**src/rtl/usb_tx_pkg.sv**
```systemverilog
// ----------------------------------------------------------------------------
// usb_tx_pkg
// Shared types and constants for the USB full-speed transmit line stage:
//   - state_t  : line-stage FSM states
//   - line_t   : pad level pair {dplus, dminus} with J / K / SE0 constants
//   - cnt_w()  : counter width helper (clog2, never below 1 bit)
//   - *_W_DEF  : timer / ones-counter widths for the default parameters
// ----------------------------------------------------------------------------
package usb_tx_pkg;

  typedef enum logic [2:0] {
    ST_IDLE,
    ST_DATA,
    ST_STUFF,
    ST_EOP_SE0,
    ST_EOP_J
  } state_t;

  // {dplus, dminus}
  typedef logic [1:0] line_t;
  localparam line_t LINE_J   = 2'b10;
  localparam line_t LINE_K   = 2'b01;
  localparam line_t LINE_SE0 = 2'b00;

  // Width for a counter indexed by $clog2(n); a zero-width counter is not legal.
  function automatic int cnt_w(input int n);
    return (n < 2) ? 1 : $clog2(n);
  endfunction

  localparam int TMR_W_DEF  = cnt_w(8);
  localparam int ONES_W_DEF = cnt_w(6 + 1);

endpackage

```
**src/rtl/usb_tx_line_encoder_bit_timer.sv**
```systemverilog
// ----------------------------------------------------------------------------
// usb_bit_timer
// Divides the system clock into USB bit periods. The counter runs
// 0..CLKS_PER_BIT-1 while run is high and is held at 0 otherwise.
//   clk      in  system clock
//   rst      in  asynchronous active-high reset
//   run      in  count enable (low = hold at 0)
//   bit_tick out high in the last clock of a bit period (wrap edge follows)
// ----------------------------------------------------------------------------
module usb_bit_timer
  import usb_tx_pkg::*;
#(
  parameter int CLKS_PER_BIT = 8
) (
  input  logic clk,
  input  logic rst,
  input  logic run,
  output logic bit_tick
);

  localparam int            TW   = cnt_w(CLKS_PER_BIT);
  localparam logic [TW-1:0] TMAX = TW'(CLKS_PER_BIT - 1);

  logic [TW-1:0] r_cnt;

  always_ff @(posedge clk or posedge rst) begin
    if (rst)                         r_cnt <= '0;
    else if (!run || r_cnt == TMAX)  r_cnt <= '0;
    else                             r_cnt <= r_cnt + 1'b1;
  end

  assign bit_tick = run && (r_cnt == TMAX);

endmodule

```
**src/rtl/usb_tx_line_encoder.sv**
```systemverilog
// ----------------------------------------------------------------------------
// usb_tx_line_encoder
// USB full-speed transmit line stage. Takes packet bytes (SYNC included)
// through a one-byte holding buffer, serialises them LSB first with bit
// stuffing and NRZI, appends SE0/J end-of-packet and drives the pads.
//   clk, rst      system clock, asynchronous active-high reset
//   in_data/last  packet byte and end-of-packet marker
//   in_valid      byte valid; accepted when in_valid && in_ready
//   in_ready      holding buffer empty
//   dplus_out     D+ level            (registered)
//   dminus_out    D- level            (registered)
//   tx_active     pad output enable   (registered)
//   underrun_err  1-cycle pulse: buffer empty at a byte boundary mid-packet
// ----------------------------------------------------------------------------
module usb_tx_line_encoder
  import usb_tx_pkg::*;
#(
  parameter int CLKS_PER_BIT = 8,
  parameter int STUFF_LIMIT  = 6,
  parameter int EOP_SE0_BITS = 2
) (
  input  logic       clk,
  input  logic       rst,
  input  logic [7:0] in_data,
  input  logic       in_last,
  input  logic       in_valid,
  output logic       in_ready,
  output logic       dplus_out,
  output logic       dminus_out,
  output logic       tx_active,
  output logic       underrun_err
);

  localparam int            OW       = cnt_w(STUFF_LIMIT + 1);
  localparam int            EW       = cnt_w(EOP_SE0_BITS + 1);
  localparam logic [OW-1:0] ONES_LIM = OW'(STUFF_LIMIT);
  localparam logic [EW-1:0] EOP_LAST = EW'(EOP_SE0_BITS - 1);

  state_t        r_state, w_state_n;
  logic [7:0]    r_hold, r_shift, w_shift_n;
  logic          r_hold_last, r_hold_full;
  logic          r_last, w_last_n;
  logic [2:0]    r_bit, w_bit_n;
  logic [OW-1:0] r_ones, w_ones_n;
  logic [EW-1:0] r_eop, w_eop_n;
  line_t         r_line, w_line_n;
  logic          r_txa, w_txa_n;
  logic          r_unr, w_unr_n;
  logic          w_tick, w_accept, w_take, w_emit, w_bnd;

  usb_bit_timer #(.CLKS_PER_BIT(CLKS_PER_BIT)) u_timer (
    .clk      (clk),
    .rst      (rst),
    .run      (r_state != ST_IDLE),
    .bit_tick (w_tick)
  );

  assign in_ready = !r_hold_full;
  assign w_accept = in_valid && !r_hold_full;

  // Next-state and next-datapath. Decisions are taken only on leaving IDLE
  // or on the timer wrap; the chosen level becomes visible on that edge.
  always_comb begin
    w_state_n = r_state;
    w_shift_n = r_shift;
    w_last_n  = r_last;
    w_bit_n   = r_bit;
    w_ones_n  = r_ones;
    w_eop_n   = r_eop;
    w_line_n  = r_line;
    w_txa_n   = r_txa;
    w_unr_n   = 1'b0;
    w_take    = 1'b0;
    w_emit    = 1'b0;
    w_bnd     = 1'b0;

    unique case (r_state)
      ST_IDLE: begin
        if (r_hold_full) begin
          w_take   = 1'b1;
          w_txa_n  = 1'b1;
          w_ones_n = '0;
        end
      end
      ST_DATA: begin
        if (w_tick) begin
          if (r_ones == ONES_LIM) begin
            // Stuff bit: forced transition, no data consumed.
            w_state_n = ST_STUFF;
            w_line_n  = ~r_line;
            w_ones_n  = '0;
          end else if (r_bit != 3'd7) begin
            w_bit_n = r_bit + 1'b1;
            w_emit  = 1'b1;
          end else begin
            w_bnd = 1'b1;
          end
        end
      end
      ST_STUFF: begin
        if (w_tick) begin
          // A stuff after bit 7 still belongs to its byte.
          if (r_bit == 3'd7) begin
            w_bnd = 1'b1;
          end else begin
            w_state_n = ST_DATA;
            w_bit_n   = r_bit + 1'b1;
            w_emit    = 1'b1;
          end
        end
      end
      ST_EOP_SE0: begin
        if (w_tick) begin
          if (r_eop == EOP_LAST) begin
            w_state_n = ST_EOP_J;
            w_line_n  = LINE_J;
          end else begin
            w_eop_n = r_eop + 1'b1;
          end
        end
      end
      ST_EOP_J: begin
        if (w_tick) begin
          w_state_n = ST_IDLE;
          w_line_n  = LINE_J;
          w_txa_n   = 1'b0;
        end
      end
      default: begin
        w_state_n = ST_IDLE;
        w_line_n  = LINE_J;
        w_txa_n   = 1'b0;
      end
    endcase

    // Byte boundary: end of packet, seamless reload, or truncation.
    if (w_bnd) begin
      if (r_last || !r_hold_full) begin
        w_unr_n   = !r_last;
        w_state_n = ST_EOP_SE0;
        w_line_n  = LINE_SE0;
        w_eop_n   = '0;
      end else begin
        w_take = 1'b1;
      end
    end

    if (w_take) begin
      w_state_n = ST_DATA;
      w_shift_n = r_hold;
      w_last_n  = r_hold_last;
      w_bit_n   = 3'd0;
      w_emit    = 1'b1;
    end

    // NRZI: a 0 toggles J<->K, a 1 holds the line and feeds the stuff count.
    if (w_emit) begin
      if (w_shift_n[w_bit_n]) begin
        w_ones_n = w_ones_n + 1'b1;
      end else begin
        w_ones_n = '0;
        w_line_n = ~r_line;
      end
    end
  end

  always_ff @(posedge clk or posedge rst) begin
    if (rst) r_state <= ST_IDLE;
    else     r_state <= w_state_n;
  end

  always_ff @(posedge clk or posedge rst) begin
    if (rst) begin
      r_hold      <= '0;
      r_hold_last <= 1'b0;
      r_hold_full <= 1'b0;
      r_shift     <= '0;
      r_last      <= 1'b0;
      r_bit       <= '0;
      r_ones      <= '0;
      r_eop       <= '0;
      r_line      <= LINE_J;
      r_txa       <= 1'b0;
      r_unr       <= 1'b0;
    end else begin
      r_hold_full <= (r_hold_full && !w_take) || w_accept;
      if (w_accept) begin
        r_hold      <= in_data;
        r_hold_last <= in_last;
      end
      r_shift <= w_shift_n;
      r_last  <= w_last_n;
      r_bit   <= w_bit_n;
      r_ones  <= w_ones_n;
      r_eop   <= w_eop_n;
      r_line  <= w_line_n;
      r_txa   <= w_txa_n;
      r_unr   <= w_unr_n;
    end
  end

  assign dplus_out    = r_line[1];
  assign dminus_out   = r_line[0];
  assign tx_active    = r_txa;
  assign underrun_err = r_unr;

endmodule

```
**config.mk**
```make
export PLATFORM = sky130hd
export DESIGN_NAME = usb_tx_line_encoder
export DESIGN_NICKNAME = d
export VERILOG_FILES = /design/src/rtl/usb_tx_pkg.sv /design/src/rtl/usb_tx_line_encoder_bit_timer.sv /design/src/rtl/usb_tx_line_encoder.sv
export SDC_FILE = /design/constraint.sdc
export NUM_CORES = 1
export LEC_CHECK = 0
export BUFFER_PORTS_ARGS = -buffer_cell sky130_fd_sc_hd__buf_2
export CORE_MARGIN = 8
export CORE_UTILIZATION = 29
export CTS_CLUSTER_DIAMETER = 100
export DETAILED_ROUTE_END_ITERATION = 8
export PLACE_DENSITY = 0.55
export SYNTH_ARGS = -nofsm -noshare
export SYNTH_HDL_FRONTEND = slang
export SYNTH_SLANG_ARGS = --single-unit
```
**constraint.sdc**
```tcl
create_clock -name clk -period 4.17 [get_ports clk]
set_input_delay 0.6255 -clock clk [delete_from_list [all_inputs] [get_ports clk]]
set_output_delay 0.6255 -clock clk [all_outputs]
set_load 0.02 [all_outputs]
```
# Word-level counts from Yosys, hierarchy flattened

Index checks and enable logic that the tools add are counted.

$add $sub $neg: 4
Order comparisons: 1
Eq/ne operators: 11
Muxes and demuxes: 65
Bitwise gates (word level): 2
Reduce and logical (&&, ||, !) cells: 15

Operators by type and width:

| cell                  | count |
|---|---|
| $mux W3               | 22 |
| $mux W2               | 14 |
| $mux W1               | 20 |
| $pmux W3 S5           | 1 |
| $eq A3 B3 Y1 const B  | 4 |
| $pmux W3 S2           | 2 |
| $add A3 B1 Y3 const B | 3 |
| $mux W8               | 1 |
| $pmux W2 S4           | 1 |
| $eq A3 B2 Y1 const B  | 2 |
| $logic_not A1 Y1      | 4 |
| $lt A3 B4 Y1 const B  | 1 |
| $pmux W1 S2           | 2 |
| $bmux W1 S3           | 1 |
| $eq A3 B1 Y1 const B  | 1 |
| $logic_and A1 B1 Y1   | 3 |
| $logic_not A3 Y1      | 1 |
| $logic_or A1 B1 Y1    | 3 |
| $ne A3 B3 Y1 const B  | 1 |
| $pmux W1 S3           | 1 |
| $reduce_and A3 Y1     | 1 |
| $reduce_bool A3 Y1    | 1 |
| $reduce_or A3 Y1      | 1 |
| $add A2 B1 Y2 const B | 1 |
| other kinds (6)       | 6 |

Bits in registers: 37
Input bits: 12
Output and inout bits: 5
Logic and storage cells: 111

# Longest topological paths before layout

Gate-level depths: netlist of run 1.

Depth in word-level cells: 11
Gate-level depth with buffers: 12

# By module

Synthesis of run 1 repeated with hierarchy kept, for this count alone.

Cell total of the unflattened synthesis: 211
Area, all modules: 2055.7 um2

Modules (own cells, without submodules):

| module              | instances | cells an instance | area each (um2) |
|---|---|---|---|
| usb_tx_line_encoder | 1         | 201               | 1914.3 |
| usb_bit_timer       | 1         | 10                | 141.4 |

# Least setup slack after synthesis of run 1

OpenSTA, ideal clock, no wires.

Path kind: register to register
Start point: register u_timer.r_cnt[0]
End point: register r_line[0]
Library setup time: 133 ps
Arrival: 2263 ps
Required time: 4037 ps
Slack: 1774 ps
Cell stages (with the launch flop): 12
Path buffers: 1
Period minus slack after synthesis: 2396 ps
Path through: dfrtp_1 ha_1 ha_1 buf_2 nand2b_4 nor4_4 mux2_4 nand2_4 a221oi_2 a211o_1 a31oi_1 o22ai_1

Word-level cells in the longest chain between the ends: 10
Elaborated cells on any way between the ends: 25
Those cells by class: 1 x eq/ne; 23 x mux; 1 x reduce/logical

Ends and longest elaborated chain:

| item                                      | line                                                  | RTL |
|---|---|---|
| from (decl)                               | usb_tx_line_encoder_bit_timer.sv:24                   | `logic [TW-1:0] r_cnt;` |
| from (signal assigned)                    | usb_tx_line_encoder_bit_timer.sv:29                   | `else r_cnt <= r_cnt + 1'b1;` |
| $eq A3 B3 Y1 (*)                          | usb_tx_line_encoder_bit_timer.sv:32                   | `assign bit_tick = run && (r_cnt == TMAX);` |
| $logic_and A1 B1 Y1 (*)                   | usb_tx_line_encoder_bit_timer.sv:32                   |  |
| $mux W1, on equally long branches         | usb_tx_line_encoder.sv:101, usb_tx_line_encoder.sv:86 |  |
| $pmux W1 S2                               | usb_tx_line_encoder.sv:77                             | `unique case (r_state)` |
| $mux W1                                   | usb_tx_line_encoder.sv:137                            | `if (w_bnd) begin` |
| $mux W8 / $mux W3 (equally long branches) | usb_tx_line_encoder.sv:148                            | `if (w_take) begin` |
| $bmux W1 S3                               | usb_tx_line_encoder.sv:158                            | `if (w_shift_n[w_bit_n]) begin` |
| $mux W1 (implied by the code)             | usb_tx_line_encoder.sv:158                            |  |
| $mux W2                                   | usb_tx_line_encoder.sv:158                            |  |
| $mux W2 (*)                               | usb_tx_line_encoder.sv:157                            | `if (w_emit) begin` |
| net w_line_n[0]                           | usb_tx_line_encoder.sv:46                             | `line_t r_line, w_line_n;` |
| to (signal assigned)                      | usb_tx_line_encoder.sv:196                            | `r_line <= w_line_n;` |
| to (decl)                                 | usb_tx_line_encoder.sv:46                             |  |

The timed path passes the listed nets; every way through them passes the cells marked *. The select of a mux whose other input is x is not followed.
A chain may end at the register's enable or synchronous reset.

# Worst setup path after layout of run 1

Ends and elaborated chain as after synthesis.

==> out/metrics.cfg, run 1 <==
[status]
status = complete, no violations

[synthesis]
ys_seq_elements = 37
synth_edf_count = 0
synthArstFlopShare_pct = 100
syn-num-nets = 201
yosys_warnings = 0
synthDistinctLibCells = 53
synth.avg_cell_area_um2 = 10.4
syn_inst = 185
ys_seq_area_share_pct = 48.3
ys.flop_type = dfrtp_1
syn_area_um2 = 1920

[routing]
route.detailed.wl_per_inst_um = 13.6
final_antenna_net_count = 0
firstDrtPassIters = 4
drt_iter0_markers = 47
dr_total_vias = 1390
vias_per_cell = 4.93
drt_wl_total_um = 3850
drc = 0

[grt]
grt_overflow = 0
grt_first_pass_wirelength_um = 6750
antenna_found_initial = 0
grt_usage_pct = 8.54
grt_pass1_vias = 1406
grt_max_degree = 38

[timing]
hold_violations = 0
max_freq_mhz = 377
min_period_ns = 2.65
final-max-slew-violation-count = 0
fin_skew_ns = 0.00810
rsz0062_at_grt = no
slew_headroom_pct = 42.0
post-route-period-util_pct = 63.5
worstMarginPinSlew_ns = 0.868
setup_violations = 0
setup_tns_ns = 0

[die]
rows = 29
dieArea_um2 = 9470
die_h_um = 97.3
start_util_pct = 30.0
die_w_um = 97.3
core_um2 = 6390
boundaryPins = 17

[cts]
cts_hold_buf = 0
cts.sinks = 37
cts_root_buffer = clkbuf_8
post_cts_buffers = 0
clkLatencyLatePin_ns = 0.30
clk_pin_slew_ns = 0.08
cts_buffer_depth = 2
cts-resized-gates = 0
cts_tree = built
htreeDepth = 2
numCtsBuffers = 5

[power]
seq_power_share_pct = 37.6
p_per_area_nw_per_um2 = 760
ir_worst_vdd_mv = 0.300
p_sw_share_pct = 36.9
comb_power_share_pct = 40.2
p_switching_mw = 0.622
leakagePower_nw = 0.995
p_clk_share_pct = 22.3
p_int_mw = 1.06

[finish]
design_area_um2 = 2220
layout_common_cells = 36 x dfrtp_1, 35 x nand2_1, 16 x buf_2, 9 x inv_1, 9 x mux2_2
drive_gt1_share_pct = 25.4
fin_nets = 220
area_growth_pct = 15.6
final_common_cell = dfrtp_1
diodes = 0

[critical_path]
cp.required_ns = 4.35
cp_max_fo = 9
critPathCaptureType = flip-flop
path_class = flip-flop to flip-flop
cp.arrival_ns = 2.82
critPathLaunchType = flip-flop

[worst_hold_path]
min_path_type = primary input to asynchronous set/reset pin

[job]
maxCapViolCount = 0

[placed_design]
portBuffers = 16
hpwl_um = 2840
placed_cell_area_um2 = 2080
place_congestion = 0.808

-- per-stage QoR --
stage | cells | util (%) | power [mW] | worst slack [ns] | hold slack [ns]
floorplan | 185 | - | 1.17 | 1.77 | 0.415
global placement | 274 | 32.6 | 1.31 | 1.60 | 0.424
detailed placement | 274 | 32.6 | 1.33 | 1.52 | 0.442
CTS | 282 | 34.7 | 1.71 | 1.49 | 0.427
global route | 282 | 34.7 | 1.83 | 1.29 | 0.468
finish | 282 | 34.7 | 1.69 | 1.52 | 0.413
-- critical path, stage by stage, from the launching register on --
cell	delay [ns]
dfrtp_1	0.36
ha_1	0.15
ha_1	0.37
nand2b_4	0.15
nor4_4	0.41
mux2_4	0.36
nand2_4	0.09
a221oi_2	0.03
a211o_1	0.29
a31oi_1	0.22
o22ai_1	0.11
-- cell families after synthesis --
family	after synthesis	synth area share, %
adder cells (fa/ha/maj)	4	2.61
buffers and inverters	15	3.33
flip-flops	37	48.3
AND/OR/NAND/NOR	77	22.3
multiplexers	13	7.63
XOR/XNOR	2	1.30
AO/OA/AOI/OAI	37	14.5
-- area by class of cell --
| type | instances | area [um^2] |
|---|---|---|
| clock buffers | 5 | 68.8 |
| clock inverters | 3 | 68.8 |
| fillers | 668 | 4170 |
| inverters | 9 | 33.8 |
| multi-input cells | 133 | 927 |
| flip-flops and latches | 37 | 927 |
| well taps | 77 | 96.3 |
| repair buffers | 18 | 95.1 |
-- flip-flops by register name (all words and copies together), names as in the netlist, 2 cells and up --
signal / cells
r_shift: 8
r_line: 2
r_eop: 2
r_ones: 3
u_timer.r_cnt: 3
r_bit: 3
r_state: 3
r_hold: 8
-- synth_stat cells, types with 3 or more instances --
library cell / number / area, um^2
a21oi_1: 7 / 35.0
a31oi_1: 3 / 18.8
and2_1: 4 / 25.0
buf_2: 3 / 15.0
dfrtp_1: 36 / 901
ha_1: 4 / 50.1
inv_1: 9 / 33.8
mux2_2: 9 / 101
mux2i_1: 3 / 30.0
nand2_1: 35 / 131
nand2b_1: 3 / 18.8
nand3_1: 3 / 15.0
nor2_1: 8 / 30.0
nor3_1: 5 / 25.0
o211ai_1: 4 / 30.0
o21ai_0: 7 / 35.0
-- path summary, 6_finish.rpt --
path                                             from                    endpoint  slack [ns]  cells after the start
hold / removal                                    rst       r_hold[1]$_DFFE_PP0P_        0.41                      3
max in group asynchronous                         rst         r_line[1]$_DFF_PP1_        3.39                      3
hold reg to reg            u_timer.r_cnt[0]$_DFF_PP0_  u_timer.r_cnt[0]$_DFF_PP0_        0.45                      1
setup / recovery           u_timer.r_cnt[0]$_DFF_PP0_         r_line[0]$_DFF_PP0_        1.52                     10
min in group clk           u_timer.r_cnt[0]$_DFF_PP0_  u_timer.r_cnt[0]$_DFF_PP0_        0.45                      1
setup reg to reg           u_timer.r_cnt[0]$_DFF_PP0_         r_line[0]$_DFF_PP0_        1.52                     10
-- per-layer routing --
layer / track usage (%) / vias up / part of all wire (%)
met5: 0 / - / 0
met4: 5.01 / 0 / 2.8
met3: 2.42 / 9 / 4.1
met2: 12.6 / 37 / 44
met1: 10.8 / 659 / 50
li1: - / 685 / -
-- power groups by stage --
stage	Clock (mW)	Combinational [mW]	Sequential, mW
after global placement	0	0.673	0.641
final	0.375	0.677	0.633
after CTS	0.387	0.687	0.636
after detailed placement	0	0.683	0.642
after floorplan	0	0.568	0.606
after global routing	0.403	0.768	0.655
No activity file was read; power rests on OpenSTA's default activity.
==> inputs of run 2 (changes only) <==
clock period = 2.78 ns   (was 4.17 ns; I/O delays follow)
==> run 2 against run 1 <==
Compared with the run above:
- clock skew is 0.0035 ns lower
- first-iteration DRC count increased by 57%
- sequential share of layout area increased by 0.48 points
- hold slack got worse by 0.19 ns
- sequential power rose by 49%
- final cell count is 1.4% higher
- via count is 0.36% higher
- total power increased by 40%
- sequential cell count is the same
- critical path type unchanged
- largest power group unchanged
==> out/metrics.cfg, run 2 (synthesis results as in run 1) <==
[routing]
vias_per_cell = 4.88
drt_wl_total_um = 4020
final_antenna_net_count = 0
drt_iter0_markers = 74
route.detailed.wl_per_inst_um = 14.1
dr_total_vias = 1395
firstDrtPassIters = 4
drc = 0

[die]
dieArea_um2 = 9470
start_util_pct = 30.0
die_h_um = 97.3
rows = 29
die_w_um = 97.3
boundaryPins = 17
core_um2 = 6390

[cts]
clk_pin_slew_ns = 0.07
cts.sinks = 37
cts_buffer_depth = 2
cts_root_buffer = clkbuf_8
cts-resized-gates = 0
clkLatencyLatePin_ns = 0.29
post_cts_buffers = 0
htreeDepth = 2
cts_hold_buf = 0
numCtsBuffers = 5
cts_tree = built

[finish]
fillers = 677
stdcell_count = 286
top_regs = r_hold (8), r_shift (8)
multi_input_area_um2 = 927
drive_gt1_share_pct = 26.3
area_growth_pct = 14.3
final_common_cell = dfrtp_1
fin_nets = 224
ff_latch_area_um2 = 927
layout_common_cells = 36 x dfrtp_1, 35 x nand2_1, 16 x buf_2, 9 x inv_1, 9 x mux2_2
diodes = 0

[placed_design]
place_congestion = 0.830
place_inst = 278
portBuffers = 16
hpwl_um = 2960

[critical_path]
slowest_delay_ns = 0.60
crit_chain = and4bb_4 -> nor4_4 -> mux2_4 -> nand2_4 -> a221oi_2 -> a211o_1 -> a31oi_1 -> o22ai_1
cp_max_fo = 12
path_class = flip-flop to flip-flop
cp.required_ns = 2.94
cp.arrival_ns = 2.68
reg2regPathDepth = 8
critPathLaunchType = flip-flop
crit_slowest_cell = dfrtp_1
critPathCaptureType = flip-flop

[grt]
antenna_found_initial = 0
grt_first_pass_wirelength_um = 7140
grt_overflow = 0
grt_max_degree = 38
grt_usage_pct = 9.14
grt_pass1_vias = 1419

[timing]
fin_skew_ns = 0.00455
setup_tns_ns = 0
max_freq_mhz = 398
worstMarginPinSlew_ns = 0.459
setup_violations = 0
hold_violations = 0
rsz0062_at_grt = no
min_period_ns = 2.51
final-max-slew-violation-count = 0
post-route-period-util_pct = 90.3
slew_headroom_pct = 69.0

[power]
p_per_area_nw_per_um2 = 1080
ir_worst_vdd_mv = 0.478
leakagePower_nw = 0.991

[worst_hold_path]
min_path_type = primary input to asynchronous set/reset pin

[job]
maxCapViolCount = 0

[status]
status = complete, no violations

-- run 2: changes by cell type in the layout (fill, tap and decap cells not counted) --
cell / delta
bufinv_16: -2
clkbuf_1: +1
buf_4: +4
inv_6: -1
clkinv_2: +2
-- run 2: through the flow --
stage / power [mW] / worst slack, ns / utilization [%] / hold slack (ns) / area (um^2)
final: 2.37 / 0.268 / 34.3 / 0.220 / 2190
after global placement: 2.00 / 0.352 / 33.0 / 0.426 / 2110
after floorplan: 1.76 / 0.384 / - / 0.415 / 1920
after detailed placement: 2.03 / 0.286 / 33.0 / 0.438 / 2110
after global routing: 2.58 / 0.0661 / 34.3 / 0.271 / 2190
after CTS: 2.40 / 0.272 / 34.3 / 0.239 / 2190
-- run 2: final cells by class --
cell class                 instances  area share [%]
timing repair buffer              22            5.71
sequential                        37            42.3
multi-input combinational        133            42.3
inverter                           9            1.54
clock buffer                       6            3.31
clock inverter                     2           0.457
tap                               77            4.39
-- run 2: layer usage --
metal  vias to the layer above  routed length (um)  GRT usage, %
met1                       662                1960          11.7
met2                        27                1820          13.9
met5                         -                   0             0
met3                         6                 160          2.63
met4                         0                  75          3.85
li1                        700                   -             -
-- run 2: power by group --
part	leakage, nW	internal (mW)	switching, mW
sequential	0.452	0.772	0.169
combinational	0.494	0.485	0.576
clock	0.0450	0.174	0.191
-- run 2: worst max-delay path: cells and delay by family, from the launching register on --
kind	cells	cell delay, ns
AO/OA/AOI/OAI	4	0.67
flip-flops	1	0.60
multiplexers	1	0.36
AND/OR/NAND/NOR	3	0.76
-- run 2: worst paths after layout --
check | from | end | slack, ns
min reg2reg | r_last$_DFFE_PP0N_ | underrun_err$_DFF_PP0_ | 0.44
max in group asynchronous | rst | r_line[1]$_DFF_PP1_ | 2.20
min | rst | r_hold[6]$_DFFE_PP0P_ | 0.22
min in group clk | in_data[4] | r_hold[4]$_DFFE_PP0P_ | 0.35
max | r_state[1]$_DFF_PP0_ | r_line[0]$_DFF_PP0_ | 0.27
max reg2reg | r_state[1]$_DFF_PP0_ | r_line[0]$_DFF_PP0_ | 0.27
==> inputs of run 3 (changes only) <==
SYNTH_HIERARCHICAL = 1   (was not set)
==> run 3 against run 2 <==
Compared with the run above:
- first-iteration DRC count is 19% lower
- critical path depth is 4 higher
- sequential power is 3.9% lower
- combinational power is 4% lower
- critical path type unchanged
- highest routed layer unchanged
==> out/metrics.cfg, run 3 <==
[status]
status = complete, no violations

[placed_design]
portBuffers = 16
placed_cell_area_um2 = 2290
place_congestion = 0.837
hpwl_um = 3130

[finish]
layout_common_cells = 37 x nand2_1, 36 x dfrtp_1, 16 x nor2_1, 16 x buf_2, 14 x buf_4
drive_gt1_share_pct = 25.1
top_regs = r_hold (8), r_shift (8)
fin_nets = 255
area_growth_pct = 18.1
diodes = 0
design_area_um2 = 2430
final_common_cell = nand2_1

[die]
boundaryPins = 17
core_um2 = 6830
rows = 30
die_w_um = 100
dieArea_um2 = 10000
start_util_pct = 30.1
die_h_um = 100

[synthesis]
ys_seq_area_share_pct = 45.1
synthDistinctLibCells = 50
yosys_warnings = 6
synth_top_area_cell = dfrtp_1
synthTopCellsByArea = dfrtp_1 44%, nand2_1 6.8%, mux2_2 4.9%, mux2i_1 4.4%, nor2_1 2.9%
ys.flop_type = dfrtp_1
yosys-top-cells-count = 37 x nand2_1, 36 x dfrtp_1, 16 x nor2_1
synth_top_area_share_pct = 43.8
synthArstFlopShare_pct = 100
synth_edf_count = 0
syn_area_um2 = 2060
syn-num-nets = 227
yosysMostFrequentCell = nand2_1
synth.avg_cell_area_um2 = 9.74
ys_seq_elements = 37
syn_inst = 211

[critical_path]
path_class = flip-flop to flip-flop
critPathLaunchType = flip-flop
cp.required_ns = 2.99
cp.arrival_ns = 2.82
critPathCaptureType = flip-flop
cp_max_fo = 4

[timing]
setup_violations = 0
final-max-slew-violation-count = 0
hold_violations = 0
fin_skew_ns = 0.00405
max_freq_mhz = 383
worstMarginPinSlew_ns = 0.454
slew_headroom_pct = 69.5
rsz0062_at_grt = no
hold_ws_ns = 0.358
min_period_ns = 2.61
setup_tns_ns = 0
post-route-period-util_pct = 93.8

[grt]
antenna_found_initial = 0
grt_pass1_vias = 1600
grt_usage_pct = 9.49
grt_overflow = 0
grt_first_pass_wirelength_um = 7580
grt_max_degree = 35

[routing]
drt_iter0_markers = 60
route.detailed.wl_per_inst_um = 12.6
firstDrtPassIters = 4
final_antenna_net_count = 0
drt_wl_total_um = 4220
dr_total_vias = 1565
drc = 0
vias_per_cell = 4.67

[cts]
clkLatencyLatePin_ns = 0.28
numCtsBuffers = 5
cts_tree = built
cts_root_buffer = clkbuf_8
clk_pin_slew_ns = 0.07
cts_buffer_depth = 2
htreeDepth = 2
cts.sinks = 37

[power]
leakagePower_nw = 1.10
p_per_area_nw_per_um2 = 979
ir_worst_vdd_mv = 0.382

[worst_hold_path]
min_path_type = primary input to flip-flop

[job]
maxCapViolCount = 0

==> run 3: changes by cell type in the layout (fill, tap and decap cells not counted), sizes merged, moves of 3 or more <==
cell / previous run / this run
o211ai: 4 / 1
buf: 22 / 30
and2: 4 / 8
mux2i: 3 / 9
nand3: 3 / 7
and3b: 0 / 3
nor3: 6 / 2
nor2: 10 / 16
a21oi: 7 / 4
nor2b: 2 / 10
==> run 3: metrics by stage <==
step                      utilization, %  worst slack, ns  cells  power [mW]
after floorplan                        -            0.144    211        1.68
after global placement              33.6           0.0893    325        1.92
after detailed placement            33.6           0.0314    325        1.93
after CTS                           35.2           0.0144    333        2.39
after global routing                35.5           0.0425    335        2.59
final                               35.5            0.172    335        2.38
==> run 3: timing repair <==
item,CTS,global route
setup endpoints to repair,0,3
buffers inserted,0,2
hold buffers,1,0
resized for setup,0,4
hold endpoints to repair,3,0
==> run 3: power by group <==
| group | switching (mW) | internal, mW | total (mW) |
|---|---|---|---|
| clock | 0.187 | 0.261 | 0.448 |
| combinational | 0.514 | 0.510 | 1.02 |
| sequential | 0.147 | 0.757 | 0.904 |
| total | 0.848 | 1.53 | 2.38 |
==> run 3: kinds of logic after synthesis <==
family	after synthesis	share of synthesized area [%]
and+or+nand+nor	96	23.9
DFF	37	45.1
AOI/OAI and AO/OA	35	13.1
muxes	20	10.8
buffers and inverters	17	3.90
adders and majority gates	4	2.43
xor gates and xnor gates	2	0.852
==> run 3: metal layers <==
| layer | vias up | routed length [um] | global-route usage, % |
|---|---|---|---|
| li1 | 783 | - | - |
| met1 | 749 | 2170 | 12.4 |
| met2 | 31 | 1900 | 14.6 |
| met3 | 2 | 132 | 2.35 |
| met4 | 0 | 21 | 3.84 |
| met5 | - | 0 | 0 |
==> run 3: cell type report <==
class / count / area, um^2
multi-input combinational: 157 / 1050
sequential: 37 / 927
fill: 710 / 4400
clock inverter: 2 / 35.0
clock buffer: 5 / 68.8
inverter: 7 / 26.3
timing repair buffer: 31 / 195
tap: 96 / 120
==> run 3: final timing paths <==
kind	start	to	cells after the start	slack [ns]
worst min register to register	r_last$_DFFE_PP0N_	underrun_err$_DFF_PP0_	1	0.43
max in group asynchronous	rst	r_line[1]$_DFF_PP1_	4	1.64
worst max register to register	u_timer/r_cnt[0]$_DFF_PP0_	r_line[1]$_DFF_PP1_	12	0.17
worst min-delay path	in_data[0]	r_hold[0]$_DFFE_PP0P_	2	0.36
worst max-delay path	u_timer/r_cnt[0]$_DFF_PP0_	r_line[1]$_DFF_PP1_	12	0.17
min in group asynchronous	rst	u_timer/r_cnt[1]$_DFF_PP0_	3	0.57
==> run 3: critical path: stages (launching register included) <==
cell and delay [ns]:
dfrtp_1 0.39, ha_1 0.20, ha_2 0.19, and2_2 0.18, nor2b_4 0.12, and4_4 0.16, buf_4 0.15, buf_4 0.15
mux2i_1 0.11, o22a_1 0.23, a211oi_4 0.28, and2_4 0.20, mux2i_1 0.17
